===== src/rtl/prog_pattern_detector.sv =====
// Runtime-programmable serial pattern detector (MSB first, overlap selectable).
// Define PROG_PATTERN_CNT_EN to build the saturating match counter and cnt_clr.
module prog_pattern_detector #(
    parameter int               PAT_W   = 5,
    parameter logic [PAT_W-1:0] DEF_PAT = 5'b11010,
    parameter int               CNT_W   = 8
) (
    input  logic                       clk,
    input  logic                       rst,
    input  logic                       stream_valid,
    input  logic                       stream_in,
    input  logic                       pat_load,
    input  logic [PAT_W-1:0]           pat_value,
    input  logic [$clog2(PAT_W+1)-1:0] pat_len,
    input  logic                       overlap_en,
    input  logic                       cnt_clr,
    output logic                       pattern_found,
    output logic [CNT_W-1:0]           match_count
);
    localparam int            LW   = $clog2(PAT_W+1);
    localparam logic [LW-1:0] FULL = LW'(PAT_W);

    typedef enum logic {FILLING, SEARCH} state_t;

    state_t           state, state_next;
    logic [PAT_W-1:0] history, history_next, pattern, mask;
    logic [LW-1:0]    fill, fill_next, fill_inc, len, len_eff;
    logic             sample, match;

    always_comb begin
        sample       = stream_valid & ~pat_load;
        history_next = {history[PAT_W-2:0], stream_in};
        fill_inc     = (fill == FULL) ? FULL : fill + 1'b1;
        // Shifting by len == PAT_W clears everything, giving an all-ones mask.
        mask         = ~({PAT_W{1'b1}} << len);
        match        = sample && (fill_inc >= len)
                       && ((history_next & mask) == (pattern & mask));
        len_eff      = (pat_len == '0 || pat_len > FULL) ? FULL : pat_len;
    end

    // State tracks whether enough fresh bits are held to compare (fill >= len).
    always_comb begin
        state_next = state;
        fill_next  = fill;
        if (pat_load) begin
            fill_next  = '0;
            state_next = FILLING;
        end else if (sample) begin
            if (match && !overlap_en) begin
                fill_next  = '0;
                state_next = FILLING;
            end else begin
                fill_next  = fill_inc;
                state_next = (fill_inc >= len) ? SEARCH : FILLING;
            end
        end
    end

    always_ff @(posedge clk or negedge rst) begin
        if (!rst) begin
            state         <= FILLING;
            history       <= '0;
            fill          <= '0;
            pattern       <= DEF_PAT;
            len           <= FULL;
            pattern_found <= 1'b0;
        end else begin
            state         <= state_next;
            fill          <= fill_next;
            pattern_found <= match;
            if (pat_load) begin
                history <= '0;
                pattern <= pat_value;
                len     <= len_eff;
            end else if (sample) begin
                history <= history_next;
            end
        end
    end

`ifdef PROG_PATTERN_CNT_EN
    logic [CNT_W-1:0] cnt;

    // A clear coinciding with a match leaves that match counted.
    always_ff @(posedge clk or negedge rst) begin
        if (!rst)
            cnt <= '0;
        else if (match)
            cnt <= cnt_clr ? CNT_W'(1) : ((&cnt) ? cnt : cnt + 1'b1);
        else if (cnt_clr)
            cnt <= '0;
    end

    assign match_count = cnt;
`else
    logic unused_cnt_clr;
    assign unused_cnt_clr = cnt_clr;
    assign match_count    = '0;
`endif

endmodule

===== config.mk =====
export PLATFORM = sky130hd
export DESIGN_NAME = prog_pattern_detector
export DESIGN_NICKNAME = d
export VERILOG_FILES = /design/src/rtl/prog_pattern_detector.sv
export SDC_FILE = /design/constraint.sdc
export NUM_CORES = 1
export LEC_CHECK = 0
export CORE_MARGIN = 1
export CORE_UTILIZATION = 45
export DETAILED_ROUTE_END_ITERATION = 10
export HOLD_SLACK_MARGIN = 0.03
export PLACE_DENSITY = 0.73
export SLEW_MARGIN = 20
export SYNTH_ARGS = -nofsm -noshare
export SYNTH_HDL_FRONTEND = slang
export SYNTH_SLANG_ARGS = --single-unit

===== constraint.sdc =====
create_clock -name clk -period 2 [get_ports clk]
set_input_delay 0.4 -clock clk [delete_from_list [all_inputs] [get_ports clk]]
set_output_delay 0.4 -clock clk [all_outputs]
set_load 0.02 [all_outputs]

After elaboration in Yosys (flattened, before gate mapping)
Cells that the tools add are included.
Widths: inputs -> output; s select.
{ "word_totals": {"output_inout_bits": 9, "input_bits": 15, "word_cells": 30, "ff_bits": 16} }
{ "classes": {"n_eq_ne": 2, "reduce_logical": 7, "bitwise_logic": 5, "shifts": 1, "muxes": 7, "magnitude_cmp": 2, "n_addsub": 1} }
{ "ops": {"columns": ["cell", "count"], "rows": [
  ["$mux 3", 5],
  ["$and 5x5->5", 2],
  ["$mux 4", 2],
  ["$eq 5x5->1", 1],
  ["$not 5->5", 1],
  ["$shl 5x3->5 const A", 1],
  ["$add 3x1->3 const B", 1],
  ["$eq 3x3->1 const B", 1],
  ["$ge 3x3->1", 1],
  ["$gt 3x3->1 const B", 1],
  ["$logic_and 1x1->1", 3],
  ["$logic_not 3->1", 1],
  ["$reduce_bool 2->1", 1],
  ["$and 1x1->1", 1],
  ["$logic_not 1->1", 1],
  ["$logic_or 1x1->1", 1],
  ["$not 1->1", 1]
]} }

Depth between registers and ports, before layout
{ "depth": {"depth_word": 9, "depth_mapped": 8, "depth_no_buf": 8} }

Worst setup path after synthesis
OpenSTA, ideal clock, no wires.
{ "synth_path": {"path_kind": "register to register", "startpoint": "register fill[0]", "endpoint": "register fill[2]", "path_buffers": 0, "path_slack_ns": 0.438, "synth_period_minus_slack_ns": 1.562, "path_stages_with_launch": 8, "arrival_time_ns": 1.425, "setup_time_ns": 0.137, "required_ns": 1.863, "cell_sequence": "dfrtp_1 > mux2i_1 > inv_1 > ha_1 > nand2_1 > o21ai_0 > nor3b_4 > o32ai_1"} }
{ "synth_between": {"elab_chain_len": 9, "elab_cells_between_ends": 10, "cone_classes": "add/sub (1); order compare (1); eq/ne (1); mux (4); reduce/logical (3)"} }
{ "synth_rtl": {"columns": ["item", "line_no", "rtl"], "rows": [
  ["start: declaration", "27", "logic [LW-1:0] fill, fill_next, fill_inc, len, len_eff;"],
  ["start signal: assignment", "69", "fill <= fill_next;"],
  ["$add 3x1->3 or $eq 3x3->1 (tied branches)", "33", "fill_inc = (fill == FULL) ? FULL : fill + 1'b1;"],
  ["$mux 3 (*)", "33", null],
  ["$ge 3x3->1", null, null],
  ["$logic_and 1x1->1", "36", "match = sample && (fill_inc >= len)"],
  ["$logic_and 1x1->1", "37", "&& ((history_next & mask) == (pattern & mask));"],
  ["$logic_and 1x1->1", "49", "if (match && !overlap_en) begin"],
  ["$mux 3 (*)", "49", null],
  ["$mux 3 (*)", "48", "end else if (sample) begin"],
  ["$mux 3 (*)", "45", "if (pat_load) begin"]
]} }
Every way passes the cells marked *; elsewhere a longest branch is shown, timed or not. The select of a mux whose other input is x is not followed.
A chain may end at the register's enable or synchronous reset.

Worst setup path in the final report
{ "layout_path": {"startpoint": "register fill[0]", "endpoint": "register fill[0]"} }
The elaborated chain is that of the path after synthesis.

==> metrics.txt <==
Area Overhead vs Synth=19.4%; Synth area leaders=dfrtp_1 (30%), dfstp_2 (14%), xnor2_1 (6.7%); Pleak=0.467 nW; worst r2r path cells=7; adder-cell share of the synthesized area=0.0409; first-pass GRT wire length=2.50 mm; DR WL/cell=11.7 um; n_diodes=0; CTS Buf Count=3; number of enable flip-flop cells after synthesis=0; Top Ports=24; Worst Setup End Kind=flop; post-detail-place hpwl=1.16 mm; FF-to-FF Start=fill[0]; GP Congestion=0.784; simple-gate share of the synthesized area=0.135; number of global-route vias before repair=578; WL final=1.50 mm; crit-path cells=nand2_1 > xnor2_1 > ha_1 > a21oi_1 > o21ai_0 > nor3b_4 > o32ai_1; drt initial violations=16; peak per-stage delay on the critical path=420 ps; final hold vios=0; power per standard cell area=691 nW/um^2; final setup fails=0; CTS tree=yes; I/O Buffers=14; R2R Setup Slk=210 ps; clock sink total=16; site row count=15; WHS=411 ps; Total GRT Usage=0.165; Synth Cell Area=917 sq um; post-synthesis compound-gate area fraction=0.0996; period utilisation layout=0.895; final net count=122; TNS Setup=0 ps; post-route minimum period=1790 ps; total gr overflow=0; DRT Pass-1 Iters=4; critical path's top delay family=compound AO/OA/AOI/OAI gates; CTS H-tree depth=1; Post-CTS Setup Bufs=0; multiplexer area fraction after synthesis=0.116; post-cts resize count=0; slowest CP cell=dfrtp_1; Die Wd=47.1 um; R2R Path End=fill[0]; hold_buf cts=0; Max Slew Vio Count=0; post-synth top area cell=dfrtp_1; XOR/XNOR Fraction of Synth Area=0.0668; Levels on crit path=7; Worst-path clk slew=100 ps; WP data required=2200 ps; Final Skew=4.62 ps; Max Fclk=0.558 GHz; Skew-Pair Late Insertion Delay=290 ps; path category of the worst min-delay check=in2async; Critical Path AT=1990 ps; sequential share of the synthesized area=0.443; yosys warns=0; Synth top cells by count=dfrtp_1 (11), buf_4 (8), nor2_1 (8); Max Cap Viol=0; Yosys cell types=24; DIE AREA=2220 sq um; clock root cell=clkbuf_4; chip height=47.1 um; core area=1820 sq um; Cells after Synth=87; DR vias/cell=4.92; ys async rst share=1.00; total number of vias=630; Setup crit start=fill[0]; initial antenna violation count=0; DR DRC count=0; Avg Cell Area, Syn=10.5 sq um; #FFs+latches synth=16; Worst setup SP type=flop; Worst Path Max Fanout=4; top-count cell post-synth=dfrtp_1; dominant synthesized flop cell=dfrtp_1; Synth top area share=0.300; largest net degree at the start of global routing=17; starting density of the core=0.504; status=finished, final reports clean; RSZ-0062 raised after global routing=no; largest family of logic cells by synthesized area=simple AND/OR/NAND/NOR gates; share of cells above drive strength 1=0.184; Final ANT Viol Nets=0; CP bufs+invs=0; critical path class=reg2reg; deepest clock path buffer count=2; worst vdd ir=0.502 mV
[cells by family (layout without fill, tap and decap cells)]
| kind of cell | Yosys count | count (layout) |
|---|---|---|
| flip-flops | 16 | 16 |
| buffers and inverters | 15 | 24 |
| multiplexers | 10 | 10 |
| AND/OR/NAND/NOR | 20 | 20 |
| AO/OA/AOI/OAI | 15 | 15 |
| XOR/XNOR | 7 | 7 |
| adder cells (fa/ha/maj) | 3 | 3 |
| other | 1 | 8 |
[sequential cells by signal, indices dropped and copies added (netlist names)]
| register | cells |
|---|---|
| pattern | 5 |
| history | 4 |
| fill | 3 |
| len | 3 |
| pattern_found | 1 |
[per-layer routing]
metal	vias to the layer above	GRT usage	routed length, um	part of all wire
met1	298	0.229	708	0.47
met5	-	0	0	0
met4	0	0.0857	19	0.013
met3	2	0.0231	51	0.034
li1	314	-	-	-
met2	16	0.250	722	0.48
[cell type report]
class                           instances  area (sq um)
Fill cell                             172           726
Multi-Input combinational cell         63           450
Sequential cell                        16           407
Timing Repair Buffer                   16           155
Clock buffer                            4          36.3
Tap cell                               25          31.3
Inverter                                4          15.0
[worst reg2reg max path: cells and delay by family (launching register included)]
| family | cells | cell delay (ps) |
|---|---|---|
| AO/OA/AOI/OAI | 3 | 490 |
| flip-flops | 1 | 420 |
| adder cells (fa/ha/maj) | 1 | 300 |
| AND/OR/NAND/NOR | 2 | 250 |
| XOR/XNOR | 1 | 240 |
[power by group]
part | internal (W) | switching (W)
Combinational | 0.0000867 | 0.0000762
Clock | 0.000111 | 0.000108
Sequential | 0.000354 | 0.0000212
[metrics by stage]
stage          instance area, sq um   util  power [W]  setup slack, ps  instances
3_3_place_gp                   1060  0.581   0.000541             27.7        124
5_1_grt                        1090  0.601   0.000792             58.3        128
2_1_floorplan                   943      -   0.000500              438         94
3_5_place_dp                   1060  0.581   0.000545             11.5        124
6_report                       1090  0.601   0.000757              209        128
4_1_cts                        1090  0.601   0.000766              215        128
[cells in the final DEF, fill, tap and decap left out, types with 2 or more instances in the layout]
cell,n
a21oi_1,4
buf_4,2
clkbuf_4,3
clkdlybuf4s50_1,14
conb_1,8
dfrtp_1,11
dfstp_2,5
ha_1,3
inv_1,4
mux2_2,5
mux2i_1,5
nand2_1,2
nand2b_1,4
nor2_1,8
o21ai_0,5
o22ai_1,2
o32ai_1,3
xnor2_1,7
[how the worst max path moves through the flow]
stage	end	slack [ps]
finish	fill[0]	210
global route	fill[2]	60
detailed placement	fill[2]	10
floorplan	fill[2]	440
CTS	fill[0]	220
global placement	fill[2]	30
Note: power is estimated with default switching activity, not from simulation.
